### src/rtl/noc_inject_arbiter.sv
// noc_inject_arbiter: shares one CONNECT send port among NUM_REQ local sources.
// Packet-granular round-robin arbitration with per-VC credit flow control.
//
// Handshake: a requester holds req_valid together with its flit fields, and the
// flit is taken in every cycle where req_valid[i] && req_ready[i]. req_ready is
// combinational and only ever raised for the current packet owner. It depends
// only on registered state, the owner's req_valid and the credit for the latched
// VC. A taken flit appears on flit_out/send_flit exactly one cycle later.
module noc_inject_arbiter #(
    parameter int NUM_REQ     = 4,
    parameter int DATA_W      = 32,
    parameter int DEST_W      = 4,
    parameter int VC_W        = 1,
    parameter int CREDIT_INIT = 8,
    parameter int CNT_W       = 4,
    localparam int NUM_VCS    = 2 ** VC_W,
    localparam int FLIT_W     = 2 + DEST_W + VC_W + DATA_W,
    localparam int ID_W       = (NUM_REQ > 1) ? $clog2(NUM_REQ) : 1
) (
    input  logic                       clk,
    input  logic                       rst,
    input  logic [NUM_REQ-1:0]         req_valid,
    input  logic [NUM_REQ*DATA_W-1:0]  req_data,
    input  logic [NUM_REQ*DEST_W-1:0]  req_dest,
    input  logic [NUM_REQ*VC_W-1:0]    req_vc,
    input  logic [NUM_REQ-1:0]         req_tail,
    output logic [NUM_REQ-1:0]         req_ready,
    output logic [FLIT_W-1:0]          flit_out,
    output logic                       send_flit,
    input  logic [VC_W:0]              credit_in,
    output logic                       en_get_credit,
    output logic [ID_W-1:0]            grant_id,
    output logic                       busy,
    output logic                       err_credit_ovf,
    output logic [0:0]                 dbgState,
    output logic [ID_W-1:0]            dbgRrPtr,
    output logic [NUM_VCS*CNT_W-1:0]   dbgCredit
);

    typedef enum logic [0:0] {
        IDLE = 1'b0,
        LOCK = 1'b1
    } arbStateT;

    arbStateT          state;
    logic [ID_W-1:0]   rrPtr;
    logic [ID_W-1:0]   owner;
    logic [ID_W-1:0]   pick;
    logic [ID_W-1:0]   nextPtr;
    logic              anyValid;
    logic [DEST_W-1:0] lDest;
    logic [VC_W-1:0]   lVc;
    logic [CNT_W-1:0]  credit [NUM_VCS];
    logic              xfer;
    logic              creditValid;
    logic [VC_W-1:0]   creditVc;
    logic [NUM_VCS-1:0] incVc;
    logic [NUM_VCS-1:0] decVc;

    assign creditValid = credit_in[VC_W];
    assign creditVc    = credit_in[VC_W-1:0];
    assign busy        = (state == LOCK);
    assign grant_id    = owner;
    assign dbgState    = state;
    assign dbgRrPtr    = rrPtr;
    assign xfer        = |req_ready;
    assign nextPtr     = (owner == ID_W'(NUM_REQ - 1)) ? '0 : owner + ID_W'(1);

    // Round-robin scan: walk downwards so the closest valid requester at or after rrPtr wins.
    always_comb begin
        int idx;
        idx      = 0;
        pick     = rrPtr;
        anyValid = 1'b0;
        for (int k = NUM_REQ - 1; k >= 0; k--) begin
            idx = int'(rrPtr) + k;
            if (idx >= NUM_REQ) begin
                idx = idx - NUM_REQ;
            end
            if (req_valid[idx]) begin
                pick     = ID_W'(idx);
                anyValid = 1'b1;
            end
        end
    end

    // Only the owner may be accepted, and only while its latched VC has credit.
    always_comb begin
        req_ready = '0;
        if (state == LOCK && req_valid[owner] && credit[lVc] != '0) begin
            req_ready[owner] = 1'b1;
        end
    end

    // One-hot credit return and consumption per VC for this cycle.
    always_comb begin
        incVc = '0;
        decVc = '0;
        if (creditValid) begin
            incVc[creditVc] = 1'b1;
        end
        if (xfer) begin
            decVc[lVc] = 1'b1;
        end
    end

    // Flatten the credit counters for observation.
    always_comb begin
        dbgCredit = '0;
        for (int v = 0; v < NUM_VCS; v++) begin
            dbgCredit[v*CNT_W +: CNT_W] = credit[v];
        end
    end

    // Arbitration FSM with registered flit output; one bubble per packet for the grant.
    always_ff @(posedge clk) begin
        if (rst) begin
            state         <= IDLE;
            rrPtr         <= '0;
            owner         <= '0;
            lDest         <= '0;
            lVc           <= '0;
            flit_out      <= '0;
            send_flit     <= 1'b0;
            en_get_credit <= 1'b0;
        end else begin
            en_get_credit <= 1'b1;
            send_flit     <= xfer;
            flit_out      <= xfer ? {1'b1, req_tail[owner], lDest, lVc,
                                     req_data[owner*DATA_W +: DATA_W]} : '0;
            case (state)
                IDLE: begin
                    if (anyValid) begin
                        owner <= pick;
                        lDest <= req_dest[pick*DEST_W +: DEST_W];
                        lVc   <= req_vc[pick*VC_W +: VC_W];
                        state <= LOCK;
                    end
                end
                LOCK: begin
                    if (xfer && req_tail[owner]) begin
                        state <= IDLE;
                        rrPtr <= nextPtr;
                    end
                end
                default: state <= IDLE;
            endcase
        end
    end

    // Credit counters: send and return on the same VC cancel; a return to a full counter
    // saturates and raises the sticky overflow flag.
    always_ff @(posedge clk) begin
        if (rst) begin
            for (int v = 0; v < NUM_VCS; v++) begin
                credit[v] <= CNT_W'(CREDIT_INIT);
            end
            err_credit_ovf <= 1'b0;
        end else begin
            for (int v = 0; v < NUM_VCS; v++) begin
                if (incVc[v] && !decVc[v]) begin
                    if (credit[v] == CNT_W'(CREDIT_INIT)) begin
                        err_credit_ovf <= 1'b1;
                    end else begin
                        credit[v] <= credit[v] + CNT_W'(1);
                    end
                end else if (decVc[v] && !incVc[v]) begin
                    credit[v] <= credit[v] - CNT_W'(1);
                end
            end
        end
    end

endmodule

### config.mk
export PLATFORM = sky130hd
export DESIGN_NAME = noc_inject_arbiter
export DESIGN_NICKNAME = d
export VERILOG_FILES = /design/src/rtl/noc_inject_arbiter.sv
export SDC_FILE = /design/constraint.sdc
export NUM_CORES = 1
export LEC_CHECK = 0
export CELL_PAD_IN_SITES_DETAIL_PLACEMENT = 0
export CELL_PAD_IN_SITES_GLOBAL_PLACEMENT = 1
export CORE_MARGIN = 2
export CORE_UTILIZATION = 29
export CTS_CLUSTER_SIZE = 28
export DETAILED_ROUTE_END_ITERATION = 10
export GPL_ROUTABILITY_DRIVEN = 0
export PLACE_DENSITY_LB_ADDON = 0.1
export SKIP_LAST_GASP = 1
export SLEW_MARGIN = 10
export SYNTH_ARGS = -nofsm -noshare
export SYNTH_HDL_FRONTEND = slang
export SYNTH_SLANG_ARGS = --single-unit
### constraint.sdc
create_clock -name clk -period 11.24 [get_ports clk]
set_clock_uncertainty 0.2 [all_clocks]
set_input_delay 1.124 -clock clk [delete_from_list [all_inputs] [get_ports clk]]
set_output_delay 1.124 -clock clk [all_outputs]
set_load 0.05 [all_outputs]
==> results.sh <==
export IMPL_ys_types=57
export IMPL_numCtsBuffers=9
export IMPL_whs_path_depth=1
export IMPL_vias_per_cell=4.95
export IMPL_final_common_cell="clkdlybuf4s50_1"
export IMPL_portBuffers=219
export IMPL_final_area_sq_mm=0.00602
export IMPL_dp_hpwl_um=9270
export IMPL_worst_pin_slew_ns=1.05
export IMPL_antenna_left=0
export IMPL_initial_utilization_pct=29.9
export IMPL_tns_ns=0
export IMPL_cts_setup_buffers=0
export IMPL_synth_yosys_seq_area_share_pct=37.2
export IMPL_arrival_ns=3.56
export IMPL_die_area_sq_mm=0.0128
export IMPL_ctsHoldBuffers=0
export IMPL_synthDominantCellAreaShare_pct=30.3
export IMPL_wl_per_cell_um=18.0
export IMPL_synth_edff_count=8
export IMPL_root_buffer="clkbuf_16"
export IMPL_die_x_um=113
export IMPL_synthCells=294
export IMPL_r2r_slack_ns=7.20
export IMPL_cts_sinks=60
export IMPL_dpl_cell_area_sq_mm=0.00574
export IMPL_fillers=1054
export IMPL_area_delta_synth_final_pct=74.9
export IMPL_drt_iter0_drc=126
export IMPL_leakagePower_nw=2.32
export IMPL_synth_area_per_cell_sq_um=11.7
export IMPL_max_slew_margin_rel_pct=29.7
export IMPL_ios=220
export IMPL_hold_viol=0
export IMPL_crit_path_end_kind="output pin"
export IMPL_muxShareOfSynthArea_pct=26.5
export IMPL_grt_overflow_total=0
export IMPL_fin_crit_sh_pct=43.5
export IMPL_hp_class="reg -> reg"
export IMPL_first_pass_iters=9
export IMPL_report_final_setup_viol=0
export IMPL_grt_start_max_net_pins=41
export IMPL_rsz0062_at_grt="false"
export IMPL_synth_compound_area_share_pct=10.2
export IMPL_cap_viol_max_count=0
export IMPL_grt_pass1_vias=3403
export IMPL_htreeDepth=3
export IMPL_min_from="lDest[2]"
export IMPL_synth_top_family_by_area="multiplexers"
export IMPL_syn_nets=463
export IMPL_layout_drive_gt1_share_pct=13.5
export IMPL_max_freq_mhz=205
export IMPL_pwr_density_cell_mw_per_mm2=120
export IMPL_cts_resized_gates=0
export IMPL_async_reset_ff_share_pct=0
export IMPL_route_detailed_drc=6
export IMPL_wirelength_um=11800
export IMPL_netlist_area_sq_mm=0.00344
export IMPL_vdd_drop_max_mv=0.0653
export IMPL_synth_seq_cells=60
export IMPL_coreArea_sq_mm=0.0115
export IMPL_status="finished, violations left"
export IMPL_synth_fa_ha_area_share_pct=3.49
export IMPL_min_delay_worst_endpoint="flit_out[35]"
export IMPL_r2r_cells=12
export IMPL_num_nets_final=674
export IMPL_crit_required_ns=9.92
export IMPL_clockBufferDepth=2
export IMPL_min_period_ns=4.89
export IMPL_grt_pass1_wl_um=18000
export IMPL_clk_latency_ns=0.32
export IMPL_synth_xor_area_share_pct=0.764
export IMPL_reg2reg_to="credit[0][3]"
export IMPL_startpoint_type="primary input"
export IMPL_final_max_slew_violation_count=0
export IMPL_cts_tree="done"
export IMPL_synthFlopType="dfxtp_1"
export IMPL_yosys_warnings=0
export IMPL_row_count=39
export IMPL_grt_usage_pct=18.4
export IMPL_synth_top_cell_by_area="dfxtp_1"
export IMPL_yosys_area_share_simple_pct=17.3
export IMPL_multi_input_area_sq_mm=0.00201
export IMPL_regArea_sq_mm=0.00128
export IMPL_r2r_start="grant_id[1]"
export IMPL_most_common_layout_cells="219 x clkdlybuf4s50_1, 50 x dfxtp_1, 37 x and3_1"
export IMPL_cp_max_fo=7
export IMPL_vias=3230
export IMPL_die_y_um=113
export IMPL_critPathKind="in -> out"
export IMPL_synth_area_top_cells="dfxtp_1 30%, mux4_2 24%, edfxtp_1 7.0%"
export IMPL_path_clk_slew_ns=0.05
export IMPL_failed_checks="DRC"
export IMPL_antenna_found_initial=0
export IMPL_diodes=0
## flip-flops by register name, indices dropped and copies added, names as in the netlist, named ones only
| name | count |
|---|---|
| busy | 1 |
| credit | 8 |
| dbgRrPtr | 2 |
| en_get_credit | 1 |
| err_credit_ovf | 1 |
| flit_out | 39 |
| grant_id | 2 |
| lDest | 4 |
| lVc | 1 |
## per-layer routing
| layer | global-route usage, % | vias to the layer above | share of wire (%) |
|---|---|---|---|
| li1 | - | 1554 | - |
| met1 | 21.1 | 1556 | 38 |
| met2 | 33.7 | 109 | 55 |
| met3 | 4.55 | 11 | 5.9 |
| met4 | 5.77 | 0 | 1.3 |
| met5 | 0 | - | 0 |
## synth_stat cells (all sizes together) (6+ instances only)
library cell  number
dfxtp             52
nand2             16
o21ai              8
and3              37
nor2              14
inv               16
buf                6
a21oi             17
clkbuf            15
edfxtp             8
ha                 8
mux4              39
## through the flow
| stage | util (%) | hold WS [ns] | total power [mW] | instances | worst slack (ns) |
|---|---|---|---|---|---|
| global route | 52.3 | 0.294 | 0.758 | 653 | 6.24 |
| CTS | 52.3 | 0.269 | 0.733 | 653 | 6.35 |
| finish | 52.3 | 0.270 | 0.723 | 653 | 6.35 |
| detailed placement | 49.8 | 0.255 | 0.474 | 637 | 6.36 |
| floorplan | - | 0.246 | 0.374 | 294 | 7.18 |
| global placement | 49.8 | 0.250 | 0.472 | 637 | 6.41 |
## power by group
group / switching, mW / total [mW] / internal [mW]
logic: 0.104 / 0.220 / 0.116
clock network: 0.0945 / 0.255 / 0.160
registers: 0.0151 / 0.248 / 0.233
## worst max path at each step
stage | from | end | slack, ns | depth (start not counted)
floorplan | grant_id[0] | credit[0][3] | 7.18 | 14
global placement | req_valid[1] | req_ready[3] | 6.41 | 6
detailed placement | req_valid[1] | req_ready[0] | 6.36 | 6
CTS | req_valid[1] | req_ready[0] | 6.35 | 6
global route | req_valid[1] | req_ready[2] | 6.24 | 6
finish | req_valid[0] | req_ready[0] | 6.35 | 6
## critical path, cell delays in order
cell and delay [ns]:
clkdlybuf4s50_1 0.51, mux4_2 0.54, o41ai_2 0.18, nor2_1 0.25
and2_1 0.24, clkdlybuf4s50_1 0.70
## cell families (layout without fill, tap and decap cells)
logic type,Yosys count,count (layout)
AO/OA/AOI/OAI,47,47
XOR/XNOR,3,3
adder cells (fa/ha/maj),9,9
buffers and inverters,37,253
flip-flops,60,60
multiplexers,41,41
AND/OR/NAND/NOR,97,97
## area by class of cell
type / instances / share of cell area (%)
multi-input combinational: 197 / 33.4
clock buffer: 12 / 4.26
inverter: 16 / 0.998
clock inverter: 4 / 0.395
sequential: 60 / 21.3
timing repair buffer: 221 / 36.7
tap: 143 / 2.97
No activity file was read; power rests on OpenSTA's default activity.
